### config.mk
export PLATFORM = sky130hd
export DESIGN_NAME = mem_wb_stage_flat
export DESIGN_NICKNAME = d
export VERILOG_FILES = /design/src/rtl/mem_wb_stage_if.sv /design/src/rtl/mem_wb_stage.sv /design/src/flat_wrapper.sv
export SDC_FILE = /design/constraint.sdc
export NUM_CORES = 1
export LEC_CHECK = 0
export ABC_AREA = 1
export BUFFER_PORTS_ARGS = -buffer_cell sky130_fd_sc_hd__buf_4
export CORE_AREA = 3 3 74 110
export DETAILED_ROUTE_END_ITERATION = 10
export DIE_AREA = 0 0 77 113
export HOLD_SLACK_MARGIN = 0.15
export SLEW_MARGIN = 40
export SYNTH_ARGS = -nofsm -noshare
export SYNTH_HDL_FRONTEND = slang
export SYNTH_SLANG_ARGS = --single-unit
### constraint.sdc
create_clock -name clk -period 1.4 [get_ports clk]
set_clock_uncertainty 0.05 [all_clocks]
set_input_delay 0.28 -clock clk [delete_from_list [all_inputs] [get_ports clk]]
set_output_delay 0.28 -clock clk [all_outputs]
set_load 0.01 [all_outputs]
### src/rtl/mem_wb_stage_if.sv
// MEM->WB bundle: memory-stage inputs and writeback outputs.
// master drives the MEM side; slave is the mem_wb_stage itself.
interface mem_wb_stage_if #(
  parameter int DATA_W = 32,
  parameter int REG_AW = 5
);
  logic              in_valid;
  logic              reg_write_in;
  logic              mem_to_reg_in;
  logic [2:0]        load_type_in;
  logic [1:0]        byte_off_in;
  logic [DATA_W-1:0] alu_result_in;
  logic [DATA_W-1:0] mem_data_in;
  logic [REG_AW-1:0] rd_in;

  logic              wb_valid;
  logic              wb_reg_write;
  logic [REG_AW-1:0] wb_rd;
  logic [DATA_W-1:0] wb_data;
  logic              wb_misalign;

  modport master (
    output in_valid, reg_write_in, mem_to_reg_in,
    output load_type_in, byte_off_in,
    output alu_result_in, mem_data_in, rd_in,
    input  wb_valid, wb_reg_write, wb_rd,
    input  wb_data, wb_misalign
  );

  modport slave (
    input  in_valid, reg_write_in, mem_to_reg_in,
    input  load_type_in, byte_off_in,
    input  alu_result_in, mem_data_in, rd_in,
    output wb_valid, wb_reg_write, wb_rd,
    output wb_data, wb_misalign
  );
endinterface

### src/rtl/mem_wb_stage.sv
// MEM/WB register with load extraction, misalign detect, WB select.
// Ports: clk, reset (sync, high), stall, flush, bus (slave side).
module mem_wb_stage #(
  parameter int DATA_W = 32,
  parameter int REG_AW = 5
) (
  input  logic          clk,
  input  logic          reset,
  input  logic          stall,
  input  logic          flush,
  mem_wb_stage_if.slave bus
);

  logic [DATA_W-1:0] mem;
  logic [1:0]        off;
  logic [7:0]        byte_sel;
  logic [15:0]       half_sel;
  logic              is_lb;
  logic              is_lh;
  logic              is_lbu;
  logic              is_lhu;
  logic [DATA_W-1:0] load_val;
  logic              mis_raw;
  logic              misalign;
  logic              we_d;
  logic [DATA_W-1:0] data_d;

  logic              valid_q;
  logic              we_q;
  logic [REG_AW-1:0] rd_q;
  logic [DATA_W-1:0] data_q;
  logic              mis_q;

  assign mem = bus.mem_data_in;
  assign off = bus.byte_off_in;

  assign is_lb  = (bus.load_type_in == 3'b000);
  assign is_lh  = (bus.load_type_in == 3'b001);
  assign is_lbu = (bus.load_type_in == 3'b100);
  assign is_lhu = (bus.load_type_in == 3'b101);

  always_comb begin
    byte_sel = mem[7:0];
    unique case (off)
      2'd0: byte_sel = mem[7:0];
      2'd1: byte_sel = mem[15:8];
      2'd2: byte_sel = mem[23:16];
      2'd3: byte_sel = mem[31:24];
    endcase
  end

  // Odd halfword offsets are misaligned; only off[1] picks the half.
  assign half_sel = off[1] ? mem[31:16] : mem[15:0];

  always_comb begin
    load_val = mem;
    unique case (1'b1)
      is_lb:   load_val = {{(DATA_W-8){byte_sel[7]}}, byte_sel};
      is_lh:   load_val = {{(DATA_W-16){half_sel[15]}}, half_sel};
      is_lbu:  load_val = {{(DATA_W-8){1'b0}}, byte_sel};
      is_lhu:  load_val = {{(DATA_W-16){1'b0}}, half_sel};
      default: load_val = mem;
    endcase
  end

  // Reserved load codes behave as LW, alignment included.
  always_comb begin
    mis_raw = 1'b0;
    unique case (1'b1)
      is_lb | is_lbu: mis_raw = 1'b0;
      is_lh | is_lhu: mis_raw = off[0];
      default:        mis_raw = |off;
    endcase
  end

  assign misalign = bus.in_valid & bus.mem_to_reg_in & mis_raw;

  assign we_d = bus.in_valid & bus.reg_write_in
              & (bus.rd_in != '0) & ~misalign;

  assign data_d = bus.mem_to_reg_in ? load_val : bus.alu_result_in;

  always_ff @(posedge clk) begin
    if (reset || flush) begin
      valid_q <= 1'b0;
      we_q    <= 1'b0;
      rd_q    <= '0;
      data_q  <= '0;
      mis_q   <= 1'b0;
    end else if (!stall) begin
      valid_q <= bus.in_valid;
      we_q    <= we_d;
      rd_q    <= bus.rd_in;
      data_q  <= data_d;
      mis_q   <= misalign;
    end
  end

  assign bus.wb_valid     = valid_q;
  assign bus.wb_reg_write = we_q;
  assign bus.wb_rd        = rd_q;
  assign bus.wb_data      = data_q;
  assign bus.wb_misalign  = mis_q;

endmodule

### src/flat_wrapper.sv
// flat-port wrapper written by rule: the top's interface ports become plain ports
module mem_wb_stage_flat 
#(
  parameter int DATA_W = 32,
  parameter int REG_AW = 5
)
  (clk, reset, stall, flush, bus_in_valid, bus_reg_write_in, bus_mem_to_reg_in, bus_load_type_in, bus_byte_off_in, bus_alu_result_in, bus_mem_data_in, bus_rd_in, bus_wb_valid, bus_wb_reg_write, bus_wb_rd, bus_wb_data, bus_wb_misalign);
  mem_wb_stage_if #(.DATA_W(DATA_W), .REG_AW(REG_AW)) bus_i ();
  input  logic clk;
  input  logic reset;
  input  logic stall;
  input  logic flush;
  input wire logic [$bits(bus_i.in_valid)-1:0] bus_in_valid;
  input wire logic [$bits(bus_i.reg_write_in)-1:0] bus_reg_write_in;
  input wire logic [$bits(bus_i.mem_to_reg_in)-1:0] bus_mem_to_reg_in;
  input wire logic [$bits(bus_i.load_type_in)-1:0] bus_load_type_in;
  input wire logic [$bits(bus_i.byte_off_in)-1:0] bus_byte_off_in;
  input wire logic [$bits(bus_i.alu_result_in)-1:0] bus_alu_result_in;
  input wire logic [$bits(bus_i.mem_data_in)-1:0] bus_mem_data_in;
  input wire logic [$bits(bus_i.rd_in)-1:0] bus_rd_in;
  output wire logic [$bits(bus_i.wb_valid)-1:0] bus_wb_valid;
  output wire logic [$bits(bus_i.wb_reg_write)-1:0] bus_wb_reg_write;
  output wire logic [$bits(bus_i.wb_rd)-1:0] bus_wb_rd;
  output wire logic [$bits(bus_i.wb_data)-1:0] bus_wb_data;
  output wire logic [$bits(bus_i.wb_misalign)-1:0] bus_wb_misalign;
  assign bus_i.in_valid = bus_in_valid;
  assign bus_i.reg_write_in = bus_reg_write_in;
  assign bus_i.mem_to_reg_in = bus_mem_to_reg_in;
  assign bus_i.load_type_in = bus_load_type_in;
  assign bus_i.byte_off_in = bus_byte_off_in;
  assign bus_i.alu_result_in = bus_alu_result_in;
  assign bus_i.mem_data_in = bus_mem_data_in;
  assign bus_i.rd_in = bus_rd_in;
  assign bus_wb_valid = bus_i.wb_valid;
  assign bus_wb_reg_write = bus_i.wb_reg_write;
  assign bus_wb_rd = bus_i.wb_rd;
  assign bus_wb_data = bus_i.wb_data;
  assign bus_wb_misalign = bus_i.wb_misalign;
  mem_wb_stage #(.DATA_W(DATA_W), .REG_AW(REG_AW)) u_core (.clk(clk), .reset(reset), .stall(stall), .flush(flush), .bus(bus_i));
endmodule
# After elaboration in Yosys (flattened, before gate mapping)
# Index checks and enable logic that the tools add are counted.
[totals] regBits=40 in_bits=81 output_inout_bits=40
[classes] eq_ne=6 muxes=5 n_bitwise=8 reduce_logical=5
[op_table] cell="32-bit one-hot mux with 4 select lines" n=1
[op_table] cell="32-bit two-way mux" n=1
[op_table] cell="8-bit one-hot mux with 4 select lines" n=1
[op_table] cell="16-bit two-way mux" n=1
[op_table] cell="3-bit equality test, second input constant" n=2
[op_table] cell="1-bit bitwise AND" n=5
[op_table] cell="5-bit nonzero test" n=1
[op_table] cell="2-bit equality test, second input constant" n=2
[op_table] cell="3-bit by 1-bit equality test with 1-bit output, second input constant" n=1
[op_table] cell="3-bit zero test" n=1
[op_table] cell="2-bit by 1-bit equality test with 1-bit output, second input constant" n=1
[op_table] cell="2-bit zero test" n=1
[op_table] cell="1-bit OR" n=2
[op_table] cell="1-bit one-hot mux with 2 select lines" n=1
[op_table] cell="2-bit OR reduction" n=1
[op_table] cell="1-bit logical OR" n=1
[op_table] cell="1-bit NOT" n=1

# Logic depth before layout (Yosys ltp)
# Gate-level depths: netlist (run 1).
[depth] word_depth=6 mapped_depth=9 depth_no_buf=8

# Worst setup path before layout (run 1)
# No wires, ideal clock.
[synth_timing] kind="input-to-reg" startpoint="in bus_load_type_in[1]" endpoint="reg u_core.data_q[15] (netlist: u_core.bus.wb_data[15])" setup_time_ns=0.071 arrival_ns=1.093 slack_ns=0.186 stages=9 path_cell_list="buf_6 inv_4 nand2_1 nor2_2 nand2_2 buf_6 nand2_1 nand2_1 a21oi_1"
[synth_via] elab_chain_cells=3
[synth_lines] item="start: declaration" line="flat_wrapper.sv:16" rtl="input wire logic [$bits(bus_i.load_type_in)-1:0] bus_load_type_in;"
[synth_lines] item="3-bit equality test, or another cell as far along" line="mem_wb_stage.sv:40" rtl="assign is_lhu = (bus.load_type_in == 3'b101);"
[synth_lines] item="32-bit one-hot mux with 4 select lines (*)" line="mem_wb_stage.sv:57" rtl="unique case (1'b1)"
[synth_lines] item="32-bit two-way mux (*)" line="mem_wb_stage.sv:81" rtl="assign data_d = bus.mem_to_reg_in ? load_val : bus.alu_result_in;"
[synth_lines] item="end signal: assignment" line="mem_wb_stage.sv:94" rtl="data_q <= data_d;"
[synth_lines] item="end: declaration" line="mem_wb_stage.sv:31" rtl="logic [DATA_W-1:0] data_q;"
# Mark *: on every way between the ends. The rest lies on a longest branch, timed or not.
# A chain may end at the register's enable or synchronous reset.

# Worst setup path after layout (run 1)
[layout_timing] startpoint="in bus_load_type_in[0]" endpoint="reg u_core.data_q[1] (netlist: u_core.bus.wb_data[1])"
# The elaborated chain is that of the path after synthesis.

==> flow_summary.ini, run 1 <==
[drt]
drtAntennaViolNets = 0
route.detailed.drc = 0
avgViaCountPerCell = 4.83
drt-wirelength-per-cell_microns = 14.3
drtPass1Iterations = 4
wl_microns = 8200
vias = 2767
drt-initial-drc-count = 99

[synth]
ys_seq_elements = 40
synth-seq-area-share_pct = 32.8
ys_warn_count = 0
syn_avg_cell_area_sq_um = 6.92
synth_area_sq_um = 2440
synth_cell_type_count = 24
syn_nets = 434
netlist_instances = 353

[grt]
grt_max_degree = 38
antenna_found_initial = 0
grt_pass1_wl_microns = 13300
grt_usage_pct = 18.9
grt_pass1_vias = 2791
overflow = 0

[worst_setup_path]
cp.required_ps = 1580
cp_max_fo = 7
end_kind = register
start_kind = primary input
r2r_setup_slack_ps = 670
arrival_ps = 1330
critical_path_class = in2reg

[die]
dieArea_sq_um = 8700
die_x_microns = 77
rows = 38
ios = 121
die_y_microns = 113
start_util_pct = 33.6
core-area_sq_um = 7270

[finish]
final_cell_count_no_fill = 573
syn_to_final_growth_pct = 48.0
diodes = 0
nNetsFinal = 553
utilization_pct = 49.7
fillers = 752
drive_gt1_share_pct = 42.3

[power_and_ir_drop]
p_per_area_nw_per_um2 = 775
p_leak_nw = 1.76
finalPower_mw = 2.80
peakVddDrop_uv = 362

[placement]
place_ws_ps = -40.2
dp_hpwl_microns = 6470
place_congestion = 0.796
port-buffer-count = 120
dp.cells = 565

[timing]
hold_viol = 0
tightest_slew_ps = 535
slew_headroom_pct = 64.3
fin_ws_ps = 252
post-route-period-util_pct = 82.0
timing.fmax_mhz = 871
setup_viol_count_final = 0
finalCriticalPeriod_ps = 1150
finalMaxSlewViolations = 0
rsz0062_at_grt = no
setup_tns_ps = 0

[clock_tree]
cts_tree = built
cts_buffer_depth = 2
clkLatencyLatePin_ps = 300
root_buffer = clkbuf_8
cts_hold_buf = 0
post_cts_resized = 0
cts_buffers = 5
cts_setup_buffers = 0
cts_num_sinks = 40
path_clk_slew_ps = 80
h-tree-depth = 2

[min_path]
hold_class = in2reg

[flow_run]
maxCapViolations = 0

[run_status]
outcome = finished, final reports clean
==> cell usage in the layout, fill, tap and decap left out, types with 4 or more instances in the layout <==
cell type	netlist	routed
buf_4	0	132
a21boi_0	5	5
o211ai_1	7	7
dfxtp_1	40	40
clkbuf_8	0	6
nand3_1	22	22
nand3_2	10	10
nand2_1	79	79
a21oi_2	10	10
a21oi_1	56	56
inv_1	12	11
or2_2	24	24
buf_12	0	5
inv_2	3	4
o21ai_0	46	46
==> layout make-up <==
class	instances	area [sq um]	area share, %
Clock inverter	2	10.0	0.277
Timing Repair Buffer	137	1090	30.2
Sequential cell	40	801	22.1
Clock buffer	6	82.6	2.28
Tap cell	100	125	3.46
Inverter	16	62.6	1.73
Multi-Input combinational cell	272	1450	40.0
==> cells in the mapped netlist (all sizes together) <==
cell | instances | area, sq um
nand3 | 32 | 210
or2 | 24 | 150
a21oi | 66 | 368
buf | 10 | 81.3
a21boi | 7 | 52.6
nor2 | 5 | 28.8
nand4 | 3 | 18.8
clkbuf | 15 | 56.3
o211ai | 7 | 52.6
nand2 | 80 | 303
o21ai | 47 | 239
nand3b | 1 | 20.0
inv | 16 | 62.6
dfxtp | 40 | 801
==> flip-flops by register name, summed over array words and instances (netlist names) <==
signal                   flops
u_core.bus.wb_data          32
u_core.bus.wb_misalign       1
u_core.bus.wb_reg_write      1
u_core.bus.wb_rd             5
u_core.bus.wb_valid          1
==> power breakdown <==
group          internal, mW  switching [mW]  leakage [nW]
Sequential             1.19          0.0251         0.327
Combinational         0.392           0.377          1.38
Clock                 0.394           0.428        0.0510
==> metal layers <==
layer,part of all wire (%),routed length (microns),GRT usage (%),up-vias
met2,53,4320,34.0,82
met5,0,0,0,-
li1,-,-,-,1435
met4,2.5,206,7.24,0
met3,5.8,474,4.22,15
met1,39,3200,21.6,1235
==> worst paths after layout <==
kind | startpoint | to | cells past startpoint
worst max-delay path | bus_load_type_in[0] | u_core.bus.wb_data[1]$_SDFFE_PP0N_ | 6
worst min-delay path | bus_rd_in[4] | u_core.bus.wb_rd[4]$_SDFFE_PP0N_ | 3
worst max register to register | u_core.bus.wb_data[1]$_SDFFE_PP0N_ | u_core.bus.wb_data[1]$_SDFFE_PP0N_ | 2
worst min register to register | u_core.bus.wb_reg_write$_SDFFE_PP0N_ | u_core.bus.wb_reg_write$_SDFFE_PP0N_ | 2
==> per-stage QoR <==
step | hold WS, ps | instance area, sq um
2_1_floorplan | 374 | 2440
3_3_place_gp | 408 | 3520
3_5_place_dp | 409 | 3520
4_1_cts | 178 | 3620
5_1_grt | 190 | 3620
6_report | 187 | 3620
==> cells by family after synthesis <==
family	after synthesis	share of synthesized area [%]
compound gates	127	29.1
buf+inv	41	8.19
flops	40	32.8
simple gates	145	29.9
==> worst max-delay path: stages <==
cell      delay [ps]
buf_4            110
inv_2             70
nand2_1          100
a21oi_1          450
o211ai_1         150
a21oi_1          160
Power figures use the tool's default switching activity.
==> run 2: changes to the inputs <==
==> constraint.sdc (replaced) <==
create_clock -name clk -period 1.1 [get_ports clk]
set_clock_uncertainty 0.05 [all_clocks]
set_input_delay 0.22 -clock clk [delete_from_list [all_inputs] [get_ports clk]]
set_output_delay 0.22 -clock clk [all_outputs]
set_load 0.01 [all_outputs]
==> run 2 against run 1 <==
First-iteration DRC count up 3.0%. Register-to-register slack worse by 310 ps. Sequential share of layout area down 1.1 points. Critical path depth down 5. Clock power up 21%. Via count up 0.58%. Combinational power up 38%. Worst setup slack worse by 190 ps.
==> flow_summary.ini, run 2 (synthesis gave the netlist of run 1 again) <==
[power_and_ir_drop]
p_clk_share_pct = 27.7
comb_power_share_pct = 29.4
p_per_area_nw_per_um2 = 943
switching_share_pct = 28.2
p_leak_nw = 1.84
peakVddDrop_uv = 697
p_sw_mw = 1.02
intPower_mw = 2.58
seqPwrFrac_pct = 42.9
finalPower_mw = 3.60

[timing]
post-route-period-util_pct = 94.0
timing.fmax_mhz = 967
slew_headroom_pct = 78.6
hold_viol = 0
fin_ws_ps = 65.8
setup_viol_count_final = 0
finalCriticalPeriod_ps = 1030
timing.hold.ws_ps = 163
rsz0062_at_grt = no
finalMaxSlewViolations = 0
tightest_slew_ps = 320

[clock_tree]
root_buffer = clkbuf_8
path_clk_slew_ps = 70
h-tree-depth = 2
cts_num_sinks = 40
cts_tree = built
clkLatencyLatePin_ps = 290
cts_buffers = 5
cts_buffer_depth = 2
cts_setup_buffers = 0

[worst_setup_path]
cp_max_fo = 2
max_stage_delay_ps = 350
crit_family = flip-flops
arrival_ps = 760
critical_path_class = reg2out
crit_buf_inv = 1
crit_slowest_cell = dfxtp_1
start_kind = register
end_kind = output pin
crit_chain = buf_4
cp.required_ps = 830

[drt]
drt-wirelength-per-cell_microns = 13.9
route.detailed.drc = 0
avgViaCountPerCell = 4.77
wl_microns = 8130
drtPass1Iterations = 4
drtAntennaViolNets = 0
vias = 2783
drt-initial-drc-count = 102

[placement]
port-buffer-count = 120
place_ws_ps = -317
place_congestion = 0.798
dp.cells = 572
dp_hpwl_microns = 6470

[finish]
nNetsFinal = 563
layout_commonest_cell = buf_4
drive_gt1_share_pct = 43.9
fillers = 763
most-common-layout-cells = 133 x buf_4, 77 x nand2_1, 52 x a21oi_1, 45 x o21ai_0, 40 x dfxtp_1
largest_reg_flops = 32
syn_to_final_growth_pct = 56.1
final_cell_count_no_fill = 583
diodes = 0

[min_path]
hold_class = in2reg

[die]
ios = 121
die_x_microns = 77
core-area_sq_um = 7270
dieArea_sq_um = 8700
die_y_microns = 113
rows = 38
start_util_pct = 33.6

[run_status]
outcome = finished, final reports clean

[grt]
met1_usage_pct = 20.9
busiest_layer = met2
grt_use_met3_pct = 2.79
grt_pass1_wl_microns = 13000
antenna_found_initial = 0
grt_usage_pct = 18.4
overflow = 0
grt_use_met2_pct = 33.4
grt_pass1_vias = 2702
grt_max_degree = 38

[flow_run]
maxCapViolations = 0
[run 2: final timing paths]
path / depth (start not counted) / endpoint / start / slack, ps
max: 1 / bus_wb_data[17] / u_core.bus.wb_data[17]$_SDFFE_PP0N_ / 70
min: 3 / u_core.bus.wb_reg_write$_SDFFE_PP0N_ / bus_reg_write_in / 160
max reg2reg: 2 / u_core.bus.wb_data[8]$_SDFFE_PP0N_ / u_core.bus.wb_data[8]$_SDFFE_PP0N_ / 360
min reg2reg: 2 / u_core.bus.wb_rd[4]$_SDFFE_PP0N_ / u_core.bus.wb_rd[4]$_SDFFE_PP0N_ / 410
[run 2: stage by stage]
step,TNS [ps],utilization (%),instance area (sq um)
after CTS,0,51.7,3760
after global placement,-7150,50.2,3650
after global routing,0,52.4,3810
after detailed placement,-7750,50.2,3650
final,0,52.4,3810
after floorplan,-455,-,2470
[run 2: area by class of cell]
cell class              count  area [sq um]  area share [%]
clock buffers               8          90.1            2.36
multi-input cells         272          1480            38.7
inverters                  16          65.1            1.71
well taps                 100           125            3.28
flip-flops and latches     40           801            21.0
repair buffers            147          1250            32.9
[run 2: repair_timing]
action                                  in CTS  in global routing
pin swaps                                    0                  2
hold buffers                                 2                  0
endpoints found under the setup margin       2                 24
resized for setup                            1                  9
cloned                                       0                  1
endpoints found under the hold margin        2                  0
[run 2: power by group through the flow]
stage               clock network [mW]  logic [mW]  registers, mW
floorplan                            0       0.478           1.60
global placement                     0        1.03           1.57
detailed placement                   0        1.04           1.58
CTS                               1.04        1.05           1.54
global route                      1.10        1.17           1.55
finish                           0.995        1.06           1.54
[run 2: per-layer routing]
| metal | vias up | share of wire [%] |
|---|---|---|
| li1 | 1455 | - |
| met1 | 1218 | 39 |
| met2 | 87 | 52 |
| met3 | 23 | 4.8 |
| met4 | 0 | 4.4 |
| met5 | - | 0 |
